[src/rtl/instr_fetch.sv]
// Instruction-fetch unit: holds the PC, fetches words over a valid handshake and computes next PC.
// Optional misaligned-target trap enabled by defining FETCH_ALIGN_TRAP_EN.
module instr_fetch #(
  parameter logic [31:0] PC_RESET = 32'h0000_0000
) (
  input  logic        clock,
  input  logic        reset,
  input  logic        stall,
  output logic        imem_req,
  output logic [31:0] imem_addr,
  input  logic        imem_valid,
  input  logic [31:0] imem_data,
  output logic [31:0] instr,
  output logic [5:0]  OPcode,
  output logic [5:0]  func,
  output logic [4:0]  rs,
  output logic [4:0]  rt,
  output logic [4:0]  rd,
  output logic [4:0]  shamt,
  output logic [15:0] imm,
  output logic        instr_valid,
  input  logic        exec_done,
  input  logic [1:0]  jump,
  input  logic        branch,
  input  logic        zero,
  input  logic [31:0] rs_data,
  output logic [31:0] pc,
  output logic [31:0] pc_plus4,
  output logic        fetch_error
);

  localparam int unsigned AW = 32;

`ifdef FETCH_ALIGN_TRAP_EN
  typedef enum logic [1:0] {S_IDLE, S_FETCH, S_ISSUE, S_TRAP} state_e;
`else
  typedef enum logic [1:0] {S_IDLE, S_FETCH, S_ISSUE} state_e;
`endif

  state_e          state_q, state_d;
  logic [AW-1:0]   pc_q, pc_d;
  logic [31:0]     instr_q, instr_d;
  logic            ivalid_q, ivalid_d;
  logic            req_q, req_d;
  logic [AW-1:0]   pc_plus4_c;
  logic [AW-1:0]   br_off_c;
  logic            taken_c;
  logic [AW-1:0]   next_pc_raw_c;
  logic [AW-1:0]   next_pc_c;
`ifdef FETCH_ALIGN_TRAP_EN
  logic            err_q, err_d;
  logic            misalign_c;
`endif

  // Next-PC computation from the decoder's jump code
  always_comb begin
    pc_plus4_c = pc_q + AW'(4);
    br_off_c   = {{14{instr_q[15]}}, instr_q[15:0], 2'b00};
    taken_c    = branch & (instr_q[26] ? ~zero : zero);
    unique case (jump)
      2'b00:   next_pc_raw_c = pc_plus4_c;
      2'b01:   next_pc_raw_c = {pc_plus4_c[31:28], instr_q[25:0], 2'b00};
      2'b10:   next_pc_raw_c = rs_data;
      default: next_pc_raw_c = taken_c ? (pc_plus4_c + br_off_c) : pc_plus4_c;
    endcase
`ifdef FETCH_ALIGN_TRAP_EN
    misalign_c = (next_pc_raw_c[1:0] != 2'b00);
    next_pc_c  = next_pc_raw_c;
`else
    next_pc_c  = next_pc_raw_c & ~AW'(3);
`endif
  end

  // State register
  always_ff @(posedge clock or posedge reset) begin
    if (reset) state_q <= S_IDLE;
    else       state_q <= state_d;
  end

  // Next-state logic
  always_comb begin
    state_d = state_q;
    case (state_q)
      S_IDLE:  if (!stall) state_d = S_FETCH;
      S_FETCH: if (imem_valid) state_d = S_ISSUE;
      S_ISSUE: begin
        if (exec_done) begin
`ifdef FETCH_ALIGN_TRAP_EN
          if (misalign_c)  state_d = S_TRAP;
          else if (stall)  state_d = S_IDLE;
          else             state_d = S_FETCH;
`else
          state_d = stall ? S_IDLE : S_FETCH;
`endif
        end
      end
      default: state_d = state_q;
    endcase
  end

  // Datapath and output next values
  always_comb begin
    pc_d     = pc_q;
    instr_d  = instr_q;
    ivalid_d = ivalid_q;
    req_d    = (state_d == S_FETCH);
`ifdef FETCH_ALIGN_TRAP_EN
    err_d    = err_q;
`endif
    if (state_q == S_FETCH && imem_valid) begin
      instr_d  = imem_data;
      ivalid_d = 1'b1;
    end
    if (state_q == S_ISSUE && exec_done) begin
      pc_d     = next_pc_c;
      ivalid_d = 1'b0;
`ifdef FETCH_ALIGN_TRAP_EN
      err_d    = misalign_c;
`endif
    end
  end

  always_ff @(posedge clock or posedge reset) begin
    if (reset) begin
      pc_q     <= PC_RESET;
      instr_q  <= 32'h0;
      ivalid_q <= 1'b0;
      req_q    <= 1'b0;
    end else begin
      pc_q     <= pc_d;
      instr_q  <= instr_d;
      ivalid_q <= ivalid_d;
      req_q    <= req_d;
    end
  end

`ifdef FETCH_ALIGN_TRAP_EN
  always_ff @(posedge clock or posedge reset) begin
    if (reset) err_q <= 1'b0;
    else       err_q <= err_d;
  end
  assign fetch_error = err_q;
`else
  assign fetch_error = 1'b0;
`endif

  assign imem_req    = req_q;
  assign imem_addr   = pc_q;
  assign pc          = pc_q;
  assign pc_plus4    = pc_plus4_c;
  assign instr       = instr_q;
  assign instr_valid = ivalid_q;
  assign OPcode      = instr_q[31:26];
  assign rs          = instr_q[25:21];
  assign rt          = instr_q[20:16];
  assign rd          = instr_q[15:11];
  assign shamt       = instr_q[10:6];
  assign func        = instr_q[5:0];
  assign imm         = instr_q[15:0];

endmodule

[config.mk]
export PLATFORM = sky130hd
export DESIGN_NAME = instr_fetch
export DESIGN_NICKNAME = d
export VERILOG_FILES = /design/src/rtl/instr_fetch.sv
export SDC_FILE = /design/constraint.sdc
export NUM_CORES = 1
export LEC_CHECK = 0
export CORE_UTILIZATION = 30
export DETAILED_ROUTE_END_ITERATION = 7
export PLACE_DENSITY = 0.71
export SYNTH_ARGS = -nofsm -noshare
export SYNTH_HDL_FRONTEND = slang
export SYNTH_SLANG_ARGS = --single-unit
[constraint.sdc]
create_clock -name clock -period 3.8 [get_ports clock]
set_input_delay 0.76 -clock clock [delete_from_list [all_inputs] [get_ports clock]]
set_output_delay 0.76 -clock clock [all_outputs]
set_load 0.1 [all_outputs]
==> impl_results.md <==
* Commonest register cell after synthesis: dfrtp_1
* Final worst slack at 210 ps
* Synth Warn # at 0
* Crit path time final at 3590 ps
* Initial antenna violation count at 0
* Wirelength per Cell at 18.8 um
* Reg-to-reg slack, setup at 210 ps
* Die outline width at 149 um
* Critical R2R Launch: imem_addr[7]$_DFFE_PP0P_
* Max Clk Rate at 279 MHz
* Nets at 1,078
* Slew HR at 32.1%
* Crit path from: imem_addr[7]$_DFFE_PP0P_
* Via count of the routed design at 6,496
* Synthesized area per cell at 8.53 sq um
* Hold wc startpoint: instr_valid$_DFFE_PP0P_
* Clk buf depth at 2
* Area Overhead vs Synth at 53.5%
* Max-slew violations at 0
* Core Region at 0.0210 sq mm
* Final Core Density at 47.1%
* Num CTS Buffers at 9
* Slew @ Worst Pin at 1010 ps
* GPL Wtd Cong at 0.933
* Register bit total from synthesis at 66
* Clock transition at path regs at 60 ps
* Setup TNS at 0 ps
* Die Area at 0.0221 sq mm
* Filler Cell Count at 1,979
* Vias in the first global route at 6,452
* HPWL reported at the end of detailed placement at 18,300 um
* Hold Crit Class: flop to flop
* DRT antenna net count at 0
* Post-synthesis cell type count at 73
* # Post-CTS Setup Buffers at 0
* Fin crit share at 94.5%
* Crit-path max FO at 7
* Clk_lat worst skew at 350 ps
* Pre-CTS WS at 109 ps
* CTS Sinks at 66
* Async SR Flop Fraction at 100%
* # rows at 53
* CTS Hold Buffers Added at 0
* Global Route Usage Sum at 21.3%
* Root Driver: clkbuf_16
* Syn Inst Count at 755
* CTS tree: done
* Crit path DAT at 3820 ps
* WL final at 23,400 um
* H-tree Lvls at 3
* DRC viols at 0
* Die Span Y at 149 um
* Critical Path Sink Type: flop
* Vias/cell at 5.21
* Resized cells post-CTS at 0
* Sequential area share after synthesis at 25.6%
* IO buf count at 242
* RSZ-0062 raised after global routing: false
* Setup crit end: imem_addr[30]$_DFFE_PP0P_
* Initial core utilization at 30.6%
* Startpoint types: flop
* Final hold vios at 0
* Initial DRC Count at 450
* Remaining Overflow, GRT at 0
* Max cap viols at 0
* Reg-to-reg endpoint: imem_addr[30]$_DFFE_PP0P_
* First-pass GRT wire length at 35,900 um
* Skew final at 11.5 ps
* Layout cells sized above 1 at 27.9%
* Synthesized area at 0.00644 sq mm
* I/O pins at 252
* Crit Path Class: flop to flop
* DRT Pass-1 Iters at 8
* Antenna cell count at 0
* Largest net degree at the start of global routing at 30
* Status: finished clean
* Worst R2R Path Depth at 13
* Number of synthesized flops with an enable pin at 0
* CP required at 4030 ps
* # setup viols final at 0
state kept, by name (all words and copies together), names as in the netlist:
signal and cells:
imem_req 1, imem_addr 30, state_q 2, instr 32
instr_valid 1
Yosys cell counts (4+ instances only):
cell / n / area [sq um]
a211oi_1: 5 / 37.5
a21o_1: 18 / 135
a21oi_1: 48 / 240
a221oi_1: 4 / 35.0
a22oi_1: 4 / 30.0
a31oi_1: 9 / 56.3
and2_1: 4 / 25.0
and3_1: 5 / 31.3
buf_1: 4 / 15.0
buf_2: 4 / 20.0
buf_4: 85 / 638
clkbuf_1: 22 / 82.6
dfrtp_1: 66 / 1650
ha_1: 37 / 463
inv_1: 8 / 30.0
mux2_2: 41 / 462
mux2i_1: 12 / 120
mux4_2: 6 / 135
nand2_1: 83 / 312
nand3_1: 18 / 90.1
nand4_1: 17 / 106
nor2_1: 61 / 229
nor3_1: 14 / 70.1
o211ai_1: 8 / 60.1
o21a_1: 6 / 45.0
o21ai_0: 38 / 190
o21bai_1: 5 / 37.5
o221ai_1: 7 / 61.3
o22ai_1: 4 / 25.0
o31ai_1: 6 / 45.0
o41ai_1: 4 / 35.0
xnor2_1: 22 / 193
xor2_1: 24 / 210
final cells by class:
class	count	area [sq um]	area share [%]
multi-input combinational	571	4640	46.9
timing repair buffer	310	2860	28.9
clock buffer	9	225	2.28
sequential	66	1680	17.0
tap	275	344	3.48
clock inverter	7	100	1.01
inverter	9	37.5	0.379
worst max-delay path, stage by stage, from the launching register on:
cell and delay, ps:
dfrtp_2 430, nand4_1 230, nor2_2 210, nand2_1 160, xnor2_4 230, ha_1 360
a2111oi_4 400, o21ai_2 150, a211oi_2 290, nor2_1 90, a211o_1 330, a21oi_1 180
nor4_1 60, or3_1 350
metal layers:
layer	vias to the layer above	share of wire [%]	track usage (%)	wire length, um
met5	-	0	0	0
met4	0	1.5	5.67	348
met3	25	6.1	4.29	1420
met2	223	49	36.8	11600
met1	3164	43	26.7	10100
li1	3084	-	-	-
placed cells by master, fill, tap and decap left out, types with 7 or more instances in the layout:
cell and count:
clkdlybuf4s50_1 200, buf_4 106, nand2_1 81, nor2_1 57, a21oi_1 45, dfrtp_1 42
mux2_2 41, ha_1 34, o21ai_0 32, dfrtp_2 24, a21o_1 18, nand3_1 17
nand4_1 17, xnor2_4 14, xor2_1 13, nor3_1 13, mux2i_1 12, xor2_4 10
clkbuf_16 9, a31oi_1 8, o211ai_1 8, xnor2_1 7, o221ai_1 7, conb_1 7
metrics by stage:
step           hold slack (ps)  area, sq um  cells
2_1_floorplan              497         7120    761
3_3_place_gp               461         9550   1231
3_5_place_dp               477         9550   1231
4_1_cts                    494         9870   1247
5_1_grt                    513         9890   1247
6_report                   493         9890   1247
worst min path at each step:
stage	cells past startpoint	slack [ps]	end
global placement	2	460	instr_valid$_DFFE_PP0P_
floorplan	1	500	imem_req$_DFF_PP0_
detailed placement	2	480	instr_valid$_DFFE_PP0P_
global route	2	510	instr_valid$_DFFE_PP0P_
finish	2	490	instr_valid$_DFFE_PP0P_
CTS	2	490	instr_valid$_DFFE_PP0P_
cell families (layout without fill, tap and decap cells):
kind of cell / after synthesis / in the layout / share of synthesized area, %
flops: 66 / 66 / 25.6
xor+xnor: 47 / 47 / 6.51
simple gates: 231 / 231 / 17.3
compound gates: 189 / 189 / 19.7
mux: 59 / 59 / 11.1
fa+ha+maj: 38 / 38 / 7.50
other cells: 1 / 7 / 0.0582
buf+inv: 124 / 335 / 12.3
Power is not shown: default switching activity piles up to over one toggle a cycle in this logic, so the estimate is an artifact.
